`src/rtl/pc_sequencer.sv`:
```
// Multicycle fetch/execute/memory/writeback sequencer owning the architectural PC.
// Latency: fetch wait + 3 cycles per insn (+>=1 MEM cycle for loads/stores); stalls on imem_ready/dmem_ready.
module pc_sequencer #(
    parameter int                    ADDR_WIDTH = 32,
    parameter logic [ADDR_WIDTH-1:0] RESET_PC   = '0,
    parameter int                    CNT_WIDTH  = 32
) (
    input  logic                  clk,
    input  logic                  rst,
    output logic                  imem_req,
    output logic [ADDR_WIDTH-1:0] imem_addr,
    input  logic                  imem_ready,
    output logic                  ir_we,
    input  logic                  insn_is_mem,
    input  logic                  insn_writes_rd,
    input  logic                  insn_halt,
    input  logic                  br_taken,
    input  logic [ADDR_WIDTH-1:0] next_pc,
    output logic                  dmem_req,
    input  logic                  dmem_ready,
    output logic                  rf_we,
    output logic [ADDR_WIDTH-1:0] pc,
    output logic                  retire,
    output logic                  halted,
    output logic                  fault,
    output logic [CNT_WIDTH-1:0]  retire_count,
    output logic [CNT_WIDTH-1:0]  taken_count
);

    typedef enum logic [2:0] {
        S_FETCH = 3'd0,
        S_EXEC  = 3'd1,
        S_MEM   = 3'd2,
        S_WB    = 3'd3,
        S_HALT  = 3'd4,
        S_FAULT = 3'd5
    } state_t;

    state_t                r_state;
    logic [ADDR_WIDTH-1:0] r_pc;
    logic [ADDR_WIDTH-1:0] r_target;
    logic                  r_is_mem;
    logic                  r_rd;
    logic                  r_halt;
    logic                  r_taken;
    logic                  r_imem_req;
    logic                  r_dmem_req;
    logic                  r_rf_we;
    logic                  r_retire;
    logic                  r_halted;
    logic                  r_fault;
    logic [CNT_WIDTH-1:0]  r_retire_count;
    logic [CNT_WIDTH-1:0]  r_taken_count;
    logic                  w_fetch;

    assign w_fetch = (r_state == S_FETCH);

    // Output flops are loaded with the decode of the state being entered, so
    // every output except ir_we is a pure register with no path from inputs.
    always_ff @(posedge clk or posedge rst) begin
        if (rst) begin
            r_state        <= S_FETCH;
            r_pc           <= RESET_PC;
            r_target       <= RESET_PC;
            r_is_mem       <= 1'b0;
            r_rd           <= 1'b0;
            r_halt         <= 1'b0;
            r_taken        <= 1'b0;
            r_imem_req     <= 1'b1;
            r_dmem_req     <= 1'b0;
            r_rf_we        <= 1'b0;
            r_retire       <= 1'b0;
            r_halted       <= 1'b0;
            r_fault        <= 1'b0;
            r_retire_count <= '0;
            r_taken_count  <= '0;
        end else begin
            case (r_state)
                S_FETCH: begin
                    if (imem_ready) begin
                        r_state    <= S_EXEC;
                        r_imem_req <= 1'b0;
                    end
                end
                S_EXEC: begin
                    r_is_mem <= insn_is_mem;
                    r_rd     <= insn_writes_rd;
                    r_halt   <= insn_halt;
                    r_taken  <= br_taken;
                    r_target <= next_pc;
                    if (insn_halt) begin
                        r_state  <= S_HALT;
                        r_halted <= 1'b1;
                    end else if (next_pc[1:0] != 2'b00) begin
                        r_state <= S_FAULT;
                        r_fault <= 1'b1;
                    end else if (insn_is_mem) begin
                        r_state    <= S_MEM;
                        r_dmem_req <= 1'b1;
                    end else begin
                        r_state  <= S_WB;
                        r_retire <= 1'b1;
                        r_rf_we  <= insn_writes_rd;
                    end
                end
                S_MEM: begin
                    if (dmem_ready) begin
                        r_state    <= S_WB;
                        r_dmem_req <= 1'b0;
                        r_retire   <= 1'b1;
                        r_rf_we    <= r_rd;
                    end
                end
                S_WB: begin
                    r_state        <= S_FETCH;
                    r_imem_req     <= 1'b1;
                    r_retire       <= 1'b0;
                    r_rf_we        <= 1'b0;
                    r_pc           <= r_target;
                    r_retire_count <= r_retire_count + 1'b1;
                    if (r_taken) begin
                        r_taken_count <= r_taken_count + 1'b1;
                    end
                end
                S_HALT, S_FAULT: begin
                    r_state <= r_state;
                end
                default: begin
                    r_state    <= S_FAULT;
                    r_fault    <= 1'b1;
                    r_imem_req <= 1'b0;
                    r_dmem_req <= 1'b0;
                    r_retire   <= 1'b0;
                    r_rf_we    <= 1'b0;
                end
            endcase
        end
    end

    assign imem_req     = r_imem_req;
    assign imem_addr    = r_pc;
    assign ir_we        = w_fetch & imem_ready;
    assign dmem_req     = r_dmem_req;
    assign rf_we        = r_rf_we;
    assign pc           = r_pc;
    assign retire       = r_retire;
    assign halted       = r_halted;
    assign fault        = r_fault;
    assign retire_count = r_retire_count;
    assign taken_count  = r_taken_count;

endmodule

```
`config.mk`:
```
export PLATFORM = sky130hd
export DESIGN_NAME = pc_sequencer
export DESIGN_NICKNAME = d
export VERILOG_FILES = /design/src/rtl/pc_sequencer.sv
export SDC_FILE = /design/constraint.sdc
export NUM_CORES = 1
export LEC_CHECK = 0
export ABC_CLOCK_PERIOD_IN_PS = 5500
export BUFFER_PORTS_ARGS = -buffer_cell sky130_fd_sc_hd__buf_2
export CAP_MARGIN = 20
export CORE_ASPECT_RATIO = 1.75
export CORE_MARGIN = 5
export CORE_UTILIZATION = 52
export DETAILED_ROUTE_END_ITERATION = 8
export PLACE_DENSITY = 0.9
export SYNTH_ARGS = -nofsm -noshare
export SYNTH_HDL_FRONTEND = slang
export SYNTH_SLANG_ARGS = --single-unit
```
`constraint.sdc`:
```
create_clock -name clk -period 5.5 [get_ports clk]
set_input_delay 0.275 -clock clk [delete_from_list [all_inputs] [get_ports clk]]
set_output_delay 0.275 -clock clk [all_outputs]
set_load 0.1 [all_outputs]
```
==> flow_summary.json <==
{
  "globalRouteOverflowTotal": 0,
  "rsz0062_at_grt": "false",
  "cp_cell_sequence": "nand3b_4 > nor2_1 > and4_1 > xor2_1",
  "synth_top_area_share_pct": 56.7,
  "cts_made_buffers": 17,
  "ys_top_cells_by_area": "dfrtp_1, mux2_2, xnor2_1",
  "final_cell_mix": "buf_2, dfrtp_1, mux2_2",
  "status": "complete, no violations",
  "p_leak_nw": 4.08,
  "wl_per_cell_um": 18.3,
  "relSlewSlack_pct": 27.5,
  "drv_slew": 0,
  "net-switching-power_mw": 0.464,
  "required_ns": 5.84,
  "pwr-share-seq_pct": 46.9,
  "fin_tns_setup_ns": 0,
  "drive_gt1_share_pct": 45.1,
  "first_global_vias": 4592,
  "port_buffers": 174,
  "async_flop_share_pct": 100,
  "grt_use_total_pct": 20.7,
  "critPathLaunchType": "flip-flop",
  "critPathSlowestCell": "dfrtp_1",
  "drv_cap": 0,
  "synth_top_area_cell": "dfrtp_1",
  "die_h_um": 153,
  "yosysSeqAreaShare_pct": 57.2,
  "clk_latency_ns": 0.42,
  "min_path_type": "in2reg",
  "cp_max_fo": 42,
  "diodes": 0,
  "cts_tree": "built",
  "worstPathArrival_ns": 3.02,
  "wl_um": 14100,
  "nFillCells": 855,
  "ir_drop_v": 0.000223,
  "ant_nets": 0,
  "firstDrtPassIters": 4,
  "synthFlopType": "dfrtp_1",
  "netlist_area_sq_um": 6090,
  "via_per_inst": 5.60,
  "clkPwrFrac_pct": 51.4,
  "powerDensity_nw_per_um2": 294,
  "grt_pass1_wl_um": 23200,
  "ys_ff_latch": 139,
  "fin_crit_sh_pct": 48.8,
  "switching_share_pct": 21.3,
  "wl_met1_um": 5080,
  "fmax_mhz": 373,
  "route.met2.wl_um": 7870,
  "tightest_slew_ns": 1.08,
  "final.min_clock_period_ns": 2.68,
  "die-width_um": 91.8,
  "critical_path_class": "reg2reg",
  "drtIter0Drc": 192,
  "ioPinCount": 175,
  "remaining_drc_errors": 0,
  "placed_cell_area_sq_um": 6810,
  "synth_edf_count": 0,
  "cts_setup_buffers": 0,
  "synth_nets": 515,
  "htree_levels": 4,
  "synth.distinct_cells": 42,
  "pwr-share-comb_pct": 1.7,
  "setup_viol": 0,
  "placementRows": 52,
  "areaGrowthSynthToFinish_pct": 21.7,
  "stdcell_area_sq_um": 7410,
  "cp-end-kind": "flip-flop",
  "met3WireLength_um": 693,
  "root_buffer": "clkbuf_16",
  "finalHoldViolCount": 0,
  "route.top_layer_used": "met4",
  "mostFrequentLayoutCell": "buf_2",
  "numClockSinks": 139,
  "initial_core_util_pct": 52.9,
  "syn_area_per_cell_sq_um": 12.9,
  "clkTransAtPathRegs_ns": 0.06,
  "slowest_delay_ns": 0.77,
  "antenna_found_initial": 0,
  "final_net_count": 663,
  "power.internal_mw": 1.72,
  "cts_buffer_depth": 2,
  "die_area_sq_um": 14100,
  "grt_max_degree": 73,
  "yosysWarnings": 0,
  "place.gp.congestion": 0.893,
  "skew_ns": 0.0104,
  "dpl.hpwl_um": 10100,
  "synthCells": 473,
  "core_sq_um": 11500,
  "dr_total_vias": 4308
}
## power groups by stage
stage | registers [mW] | clock network, mW | logic, mW
3_5_place_dp | 1.04 | 0 | 0.0383
2_1_floorplan | 1.04 | 0 | 0.0160
3_3_place_gp | 1.04 | 0 | 0.0365
6_report | 1.02 | 1.12 | 0.0373
5_1_grt | 1.02 | 1.19 | 0.0441
4_1_cts | 1.02 | 1.14 | 0.0390
## final timing paths
path                            start                to  slack, ns  cells after the start
hold reg to reg                halted            halted       0.47                      1
setup reg to reg           r_state[1]    taken_count[6]       2.82                      4
min in group asynchronous         rst       r_target[2]       0.49                      3
setup / recovery           r_state[1]    taken_count[6]       2.82                      4
hold / removal               br_taken           r_taken       0.09                      2
max in group asynchronous         rst  retire_count[23]       3.71                      4
## cell type report
type	instances	area, sq um	area share, %
flip-flops and latches	139	3480	47.0
multi-input cells	280	2260	30.4
repair buffers	176	888	12.0
clock buffers	19	443	5.98
well taps	135	169	2.28
clock inverters	13	143	1.93
inverters	7	31.3	0.422
## stage by stage
stage          cells  hold WS [ns]  total power [mW]  util, %  worst slack (ns)
2_1_floorplan    473         0.373              1.06        -              1.50
3_3_place_gp     736         0.376              1.08     59.2              3.00
3_5_place_dp     736         0.395              1.08     59.2              2.86
4_1_cts          769        0.0742              2.20     64.3              2.83
5_1_grt          769        0.0824              2.26     64.3              2.61
6_report         769        0.0881              2.18     64.3              2.82
## metal layers
metal,track usage (%),vias to the layer above
li1,-,1935
met1,23.0,2166
met2,37.5,168
met3,3.98,39
met4,9.71,0
met5,0,-
## critical path, delay by kind of cell, from the launching register on
family | cells | cell delay [ns]
XOR/XNOR | 1 | 0.16
flip-flops | 1 | 0.77
AND/OR/NAND/NOR | 3 | 1.66
## repair_timing
item	in CTS	in global routing
hold buffers	1	0
gates resized for setup	0	0
hold endpoints to repair	66	0
## sequential cells by signal (all words and copies together), names as in the netlist
| signal | count |
|---|---|
| r_taken | 1 |
| dmem_req | 1 |
| rf_we | 1 |
| imem_addr | 32 |
| imem_req | 1 |
| retire | 1 |
| r_state | 3 |
| halted | 1 |
| r_rd | 1 |
| taken_count | 32 |
| r_target | 32 |
| fault | 1 |
| retire_count | 32 |
## Yosys cell counts (3+ instances only)
library cell	number
o21ai_0	3
nand4_1	29
dfrtp_1	138
and2_1	3
buf_2	9
nand2_1	15
nor3_1	12
and3_1	8
xor2_1	17
inv_1	7
nor2_1	16
buf_4	36
nand3_1	23
and4_1	9
a21oi_1	5
mux2_2	70
xnor2_1	45
## cell families (layout without fill, tap and decap cells)
group | count (synthesis) | after routing | share of synthesized area (%)
flip-flops | 139 | 139 | 57.2
adder cells (fa/ha/maj) | 2 | 2 | 0.411
AO/OA/AOI/OAI | 18 | 18 | 1.95
AND/OR/NAND/NOR | 128 | 128 | 12.7
XOR/XNOR | 62 | 62 | 8.92
buffers and inverters | 54 | 215 | 5.86
multiplexers | 70 | 70 | 12.9
No activity file was read; power rests on OpenSTA's default activity.
